File: config.mk
export PLATFORM = sky130hd
export DESIGN_NAME = three_phase_step_gen_flat
export DESIGN_NICKNAME = d
export VERILOG_FILES = /design/src/rtl/three_phase_step_gen_if.sv /design/src/rtl/three_phase_step_gen.sv /design/src/flat_wrapper.sv
export SDC_FILE = /design/constraint.sdc
export NUM_CORES = 1
export LEC_CHECK = 0
export BUFFER_PORTS_ARGS = -buffer_cell sky130_fd_sc_hd__buf_2
export CAP_MARGIN = 20
export CORE_ASPECT_RATIO = 0.6
export CORE_MARGIN = 3
export CORE_UTILIZATION = 50
export DETAILED_ROUTE_END_ITERATION = 8
export HOLD_SLACK_MARGIN = 0.1
export MAX_ROUTING_LAYER = met4
export PLACE_DENSITY = 0.7
export SYNTH_ARGS = -nofsm -noshare
export SYNTH_HDL_FRONTEND = slang
export SYNTH_SLANG_ARGS = --single-unit
File: constraint.sdc
create_clock -name clk50mhzI -period 7 [get_ports clk50mhzI]
set_clock_uncertainty 0.1 [all_clocks]
set_input_delay 0.35 -clock clk50mhzI [delete_from_list [all_inputs] [get_ports clk50mhzI]]
set_output_delay 0.35 -clock clk50mhzI [all_outputs]
set_load 0.1 [all_outputs]
File: src/rtl/three_phase_step_gen_if.sv
// rtl/three_phase_step_gen_if.sv - tick/control inputs and gate/step outputs of the six-step sequencer
interface three_phase_step_gen_if #(
    parameter int STEP_W = 16
);
    logic              clkTickI;
    logic              enI;
    logic              dirI;
    logic [STEP_W-1:0] stepPeriodI;
    logic [2:0]        hiO;
    logic [2:0]        loO;
    logic [2:0]        stepIdxO;
    logic              stepStrobeO;

    modport master (
        output clkTickI, enI, dirI, stepPeriodI,
        input  hiO, loO, stepIdxO, stepStrobeO
    );

    modport slave (
        input  clkTickI, enI, dirI, stepPeriodI,
        output hiO, loO, stepIdxO, stepStrobeO
    );
endinterface

File: src/rtl/three_phase_step_gen.sv
// rtl/three_phase_step_gen.sv - six-step commutation sequencer with dead time, driven by divided-clock ticks
module three_phase_step_gen #(
    parameter int STEP_W     = 16,
    parameter int DEAD_TICKS = 2
) (
    input  logic                     clk50mhzI,
    input  logic                     nRst,
    three_phase_step_gen_if.slave    io
);
    localparam logic [1:0] ST_IDLE = 2'd0;
    localparam logic [1:0] ST_DEAD = 2'd1;
    localparam logic [1:0] ST_RUN  = 2'd2;

    localparam logic [STEP_W:0] DEAD_W  = (STEP_W+1)'(DEAD_TICKS);
    localparam logic [STEP_W:0] DEAD_P1 = (STEP_W+1)'(DEAD_TICKS + 1);
    localparam logic [1:0]      ST_AFTER_ADV = (DEAD_TICKS == 0) ? ST_RUN : ST_DEAD;

    logic [1:0]        state_q, state_d;
    logic [STEP_W-1:0] cnt_q, cnt_d;
    logic [2:0]        step_q, step_d;
    logic              tick_r_q, tick_r_d;
    logic [2:0]        hi_q, hi_d;
    logic [2:0]        lo_q, lo_d;
    logic              strobe_q, strobe_d;

    logic              tick;
    logic [STEP_W:0]   cnt_inc;
    logic [STEP_W:0]   peff;
    logic [2:0]        step_adv;
    logic              legal;
    logic [5:0]        pattern;

    // {hi[2:0], lo[2:0]} per step; bit0 U, bit1 V, bit2 W
    function automatic logic [5:0] gate_pattern(input logic [2:0] s);
        logic [5:0] p;
        case (s)
            3'd0:    p = {3'b001, 3'b010};
            3'd1:    p = {3'b001, 3'b100};
            3'd2:    p = {3'b010, 3'b100};
            3'd3:    p = {3'b010, 3'b001};
            3'd4:    p = {3'b100, 3'b001};
            3'd5:    p = {3'b100, 3'b010};
            default: p = 6'b000000;
        endcase
        return p;
    endfunction

    always_comb begin
        tick     = io.clkTickI & ~tick_r_q;
        tick_r_d = io.clkTickI;
        cnt_inc  = {1'b0, cnt_q} + {{STEP_W{1'b0}}, 1'b1};
        peff     = ({1'b0, io.stepPeriodI} > DEAD_W) ? {1'b0, io.stepPeriodI} : DEAD_P1;

        if (io.dirI) begin
            step_adv = (step_q == 3'd0) ? 3'd5 : step_q - 3'd1;
        end else begin
            step_adv = (step_q == 3'd5) ? 3'd0 : step_q + 3'd1;
        end

        legal = (state_q != 2'd3) && (step_q <= 3'd5);

        state_d  = state_q;
        cnt_d    = cnt_q;
        step_d   = step_q;
        strobe_d = 1'b0;

        if (!legal) begin
            state_d = ST_IDLE;
            cnt_d   = '0;
            step_d  = 3'd0;
        end else if (!io.enI) begin
            // disable beats a coincident tick: no advance, no strobe
            state_d = ST_IDLE;
            cnt_d   = '0;
        end else begin
            case (state_q)
                ST_IDLE: begin
                    cnt_d   = '0;
                    state_d = (DEAD_TICKS == 0) ? ST_RUN : ST_DEAD;
                end
                ST_DEAD: begin
                    if (tick) begin
                        cnt_d = cnt_inc[STEP_W-1:0];
                        if (cnt_inc >= DEAD_W) begin
                            state_d = ST_RUN;
                        end
                    end
                end
                ST_RUN: begin
                    if (tick) begin
                        if (cnt_inc >= peff) begin
                            step_d   = step_adv;
                            cnt_d    = '0;
                            strobe_d = 1'b1;
                            state_d  = ST_AFTER_ADV;
                        end else begin
                            cnt_d = cnt_inc[STEP_W-1:0];
                        end
                    end
                end
                default: begin
                    state_d = ST_IDLE;
                    cnt_d   = '0;
                end
            endcase
        end

        // gates are registered from the next state so they track it with one clock of latency
        pattern = gate_pattern(step_d);
        hi_d    = 3'b000;
        lo_d    = 3'b000;
        if (state_d == ST_RUN) begin
            hi_d = pattern[5:3];
            lo_d = pattern[2:0];
        end
    end

    always_ff @(posedge clk50mhzI or negedge nRst) begin
        if (!nRst) begin
            state_q  <= ST_IDLE;
            cnt_q    <= '0;
            step_q   <= 3'd0;
            tick_r_q <= 1'b1;
            hi_q     <= 3'b000;
            lo_q     <= 3'b000;
            strobe_q <= 1'b0;
        end else begin
            state_q  <= state_d;
            cnt_q    <= cnt_d;
            step_q   <= step_d;
            tick_r_q <= tick_r_d;
            hi_q     <= hi_d;
            lo_q     <= lo_d;
            strobe_q <= strobe_d;
        end
    end

    assign io.hiO         = hi_q;
    assign io.loO         = lo_q;
    assign io.stepIdxO    = step_q;
    assign io.stepStrobeO = strobe_q;
endmodule

File: src/flat_wrapper.sv
// flat-port wrapper written by rule: the top's interface ports become plain ports
module three_phase_step_gen_flat 
#(
    parameter int STEP_W     = 16,
    parameter int DEAD_TICKS = 2
)
  (clk50mhzI, nRst, io_clkTickI, io_enI, io_dirI, io_stepPeriodI, io_hiO, io_loO, io_stepIdxO, io_stepStrobeO);
  three_phase_step_gen_if #(.STEP_W(STEP_W)) io_i ();
  input  logic clk50mhzI;
  input  logic nRst;
  input wire logic [$bits(io_i.clkTickI)-1:0] io_clkTickI;
  input wire logic [$bits(io_i.enI)-1:0] io_enI;
  input wire logic [$bits(io_i.dirI)-1:0] io_dirI;
  input wire logic [$bits(io_i.stepPeriodI)-1:0] io_stepPeriodI;
  output wire logic [$bits(io_i.hiO)-1:0] io_hiO;
  output wire logic [$bits(io_i.loO)-1:0] io_loO;
  output wire logic [$bits(io_i.stepIdxO)-1:0] io_stepIdxO;
  output wire logic [$bits(io_i.stepStrobeO)-1:0] io_stepStrobeO;
  assign io_i.clkTickI = io_clkTickI;
  assign io_i.enI = io_enI;
  assign io_i.dirI = io_dirI;
  assign io_i.stepPeriodI = io_stepPeriodI;
  assign io_hiO = io_i.hiO;
  assign io_loO = io_i.loO;
  assign io_stepIdxO = io_i.stepIdxO;
  assign io_stepStrobeO = io_i.stepStrobeO;
  three_phase_step_gen #(.STEP_W(STEP_W), .DEAD_TICKS(DEAD_TICKS)) u_core (.clk50mhzI(clk50mhzI), .nRst(nRst), .io(io_i));
endmodule
==> flow_metrics.py <==
metrics = {
    "yosys": {
        "ys_warn_count": 0,
        "synth_compound_gate_area_share_pct": 23.5,
        "synth_area_leader_cell": "dfrtp_1",
        "synth_top_area_share_pct": 28.5,
        "synthAdderAreaFrac_pct": 12.2,
        "synthSimpleGateAreaFrac_pct": 21.6,
        "syn_nets": 332,
        "synthesis.area_um2": 2460,
        "seq_area_frac_synth_pct": 29.5,
        "synth-edff-count": 0,
        "synth.avg_cell_area_um2": 8.58,
        "muxShareOfSynthArea_pct": 0.407,
        "synth_ff_type": "dfrtp_1",
        "yosysUniqueCellTypes": 53,
        "synthTopCellsByArea": "dfrtp_1 (28%), ha_1 (12%), o21ai_0 (5.5%)",
        "synthCells": 287,
        "synth_xor_area_share_pct": 4.98,
        "async_flop_share_pct": 100,
        "synth_top_family_by_area": "compound AO/OA/AOI/OAI gates",
        "ys_ff_latch": 29,
    },
    "drt": {
        "vias": 2196,
        "firstDrtPassIters": 5,
        "drtIter0Drc": 216,
        "post_drt_wl_per_cell_um": 15.8,
        "via_per_inst": 5.82,
        "wirelength_mm": 5.95,
        "ant_nets": 0,
        "drc": 0,
    },
    "setup_path": {
        "path_cells": "ha_1 > nand4_2 > nor2_4 > nand3_1 > xnor2_1 > ha_1 > nand4_1 > nor2_1 > o31ai_1 > a41oi_1 > or3_1 > inv_1 > a21oi_1 > o21ai_0",
        "cp_top_family": "simple AND/OR/NAND/NOR gates",
        "worst_setup_path_start_kind": "flip-flop",
        "worst-path-buf-inv": 1,
        "crit_fanout": 19,
        "slowest_stage": "or3_1",
        "critPathKind": "reg -> reg",
        "end_kind": "flip-flop",
        "crit_path_frequent_cell": "ha_1",
        "cp.required_ns": 7.10,
        "arrival_ns": 4.57,
        "slowest_delay_ns": 0.65,
    },
    "power_and_ir_drop": {
        "p_sw_share_pct": 22.7,
        "power.share.sequential_pct": 44.1,
        "power_mw": 0.386,
        "switchingPower_mw": 0.0876,
        "p_comb_share_pct": 8.7,
        "peakVddDrop_v": 0.0000935,
        "internal_power_mw": 0.298,
        "pwr-share-clk_pct": 47.2,
        "p_leak_nw": 1.38,
        "cellPowerDensity_nw_per_um2": 140,
    },
    "sta": {
        "rsz0062_at_grt": "false",
        "finalSetupViolCount": 0,
        "clock.fmax_mhz": 224,
        "finalSetupTns_ns": 0,
        "final.min_clock_period_ns": 4.47,
        "slew_violations": 0,
        "slew_headroom_pct": 39.1,
        "finalCritPeriodShare_pct": 63.8,
        "tightest_slew_ns": 0.908,
        "hold_viol_final": 0,
    },
    "cts": {
        "htreeDepth": 2,
        "clock_tree.buffer_depth": 2,
        "clk_latency_ns": 0.29,
        "cts_tree": "yes",
        "clk_pin_slew_ns": 0.07,
        "cts_resized": 0,
        "cts_buffers": 5,
        "clock_sinks": 29,
        "cts_root_buffer": "clkbuf_8",
    },
    "floorplanning": {
        "start_util_pct": 52.8,
        "dieWidth_um": 96.6,
        "die-area_um2": 5830,
        "ios": 31,
        "die_h_um": 60.4,
        "core_area_um2": 4660,
        "fp-row-count": 19,
    },
    "layout": {
        "diodes": 0,
        "drive_gt1_share_pct": 15.3,
        "final_area_um2": 2750,
        "post-route-util_pct": 59.1,
        "nFillCells": 440,
        "layout_common_cells": "inv_1 (30), buf_2 (30), dfrtp_1 (28)",
        "finish.net_count": 358,
        "syn_to_final_growth_pct": 11.8,
        "final-instance-count-excl-fill": 377,
    },
    "global_route": {
        "grt_pass1_vias": 1898,
        "grt_use_total_pct": 22.9,
        "grt_start_max_net_pins": 30,
        "grt.overflow.total": 0,
        "grt_util_met1_pct": 36.8,
        "grtUsageMet2_pct": 27.2,
        "use_met3_pct": 4.96,
        "grt-busiest-layer": "met1",
        "antenna_found_initial": 0,
        "grt_pass1_wl_mm": 9.67,
    },
    "status": {
        "status": "complete, no violations",
    },
    "placement": {
        "port_buffers": 30,
        "dp_cells": 367,
        "hpwl_mm": 4.61,
        "routabilityCongestion": 0.894,
        "place_area_um2": 2620,
    },
    "flow_run": {
        "drv_cap": 0,
    },
    "worst_hold_path": {
        "hold_class": "in -> reg",
    },
}
==> routing by layer <==
layer	vias up	part of all wire, %
met5	-	0
met4	0	1.2
met3	6	8.3
met2	97	35
met1	999	55
li1	1094	-
==> worst paths after layout <==
check	start	to	slack, ns	depth (start not counted)
max	u_core.cnt_q[0]	u_core.cnt_q[15]	2.53	14
min reg2reg	u_core.cnt_q[12]	u_core.cnt_q[12]	0.50	1
max reg2reg	u_core.cnt_q[0]	u_core.cnt_q[15]	2.53	14
max in group asynchronous	nRst	u_core.cnt_q[14]	5.83	2
min	io_enI	u_core.state_q[0]	0.42	4
min in group asynchronous	nRst	u_core.cnt_q[13]	0.53	2
==> final cells by class <==
class                           instances  area (um2)  share of cell area, %
Multi-Input combinational cell        215        1550                   56.2
Sequential cell                        29         727                   26.4
Timing Repair Buffer                   32         170                   6.18
Inverter                               30         113                   4.09
Clock buffer                            7        86.3                   3.13
Tap cell                               63        78.8                   2.86
Clock inverter                          1        30.0                   1.09
==> power groups by stage <==
stage | combinational (mW) | sequential, mW | clock, mW
floorplan | 0.0173 | 0.173 | 0
global placement | 0.0322 | 0.173 | 0
detailed placement | 0.0329 | 0.173 | 0
CTS | 0.0338 | 0.170 | 0.185
global route | 0.0383 | 0.170 | 0.192
finish | 0.0337 | 0.170 | 0.182
==> Yosys cell counts, types with 2 or more instances <==
master,count
nand2_1,20
nor2b_1,4
a21oi_1,8
nor3_1,5
nand4_1,4
o211ai_1,5
a22o_1,3
o31ai_1,6
clkbuf_1,4
nor2_1,23
o21ai_0,27
buf_2,5
xnor2_1,9
o22ai_1,2
a31oi_1,4
a41oi_1,4
dfrtp_1,28
buf_6,3
o21a_1,2
or3_1,6
nor4_1,4
or4_1,3
xor2_1,5
and4_1,3
and2_1,2
a32o_1,2
a211oi_1,5
ha_1,24
inv_1,30
and3_1,2
nand3_1,13
==> kinds of logic (layout without fill, tap and decap cells) <==
group | count (synthesis) | in the layout
compound gates | 80 | 80
xor+xnor | 14 | 14
fa+ha+maj | 24 | 24
buf+inv | 43 | 70
flops | 29 | 29
mux | 1 | 1
simple gates | 96 | 96
==> sequential cells by signal, summed over array words and instances, names as in the netlist <==
register / flops
u_core.state_q: 2
u_core.io.hiO: 3
u_core.io.loO: 3
u_core.cnt_q: 16
u_core.io.stepIdxO: 3
u_core.tick_r_q: 1
u_core.io.stepStrobeO: 1
==> worst min-delay path: stages <==
cell     delay [ns]
buf_2          0.10
nand2_1        0.13
nor2_1         0.08
o21a_1         0.11
==> through the flow <==
step / setup slack [ns] / hold slack (ns)
after floorplan: 3.35 / -0.0456
final: 2.53 / 0.424
after CTS: 2.64 / 0.414
after detailed placement: 2.64 / 0.325
after global routing: 2.17 / 0.449
after global placement: 2.70 / 0.324
==> repair_timing <==
action                                 in CTS  in global routing
buffers inserted                            0                  0
endpoints found under the hold margin      29                  0
hold buffers                                2                  0
Power figures use the tool's default switching activity.
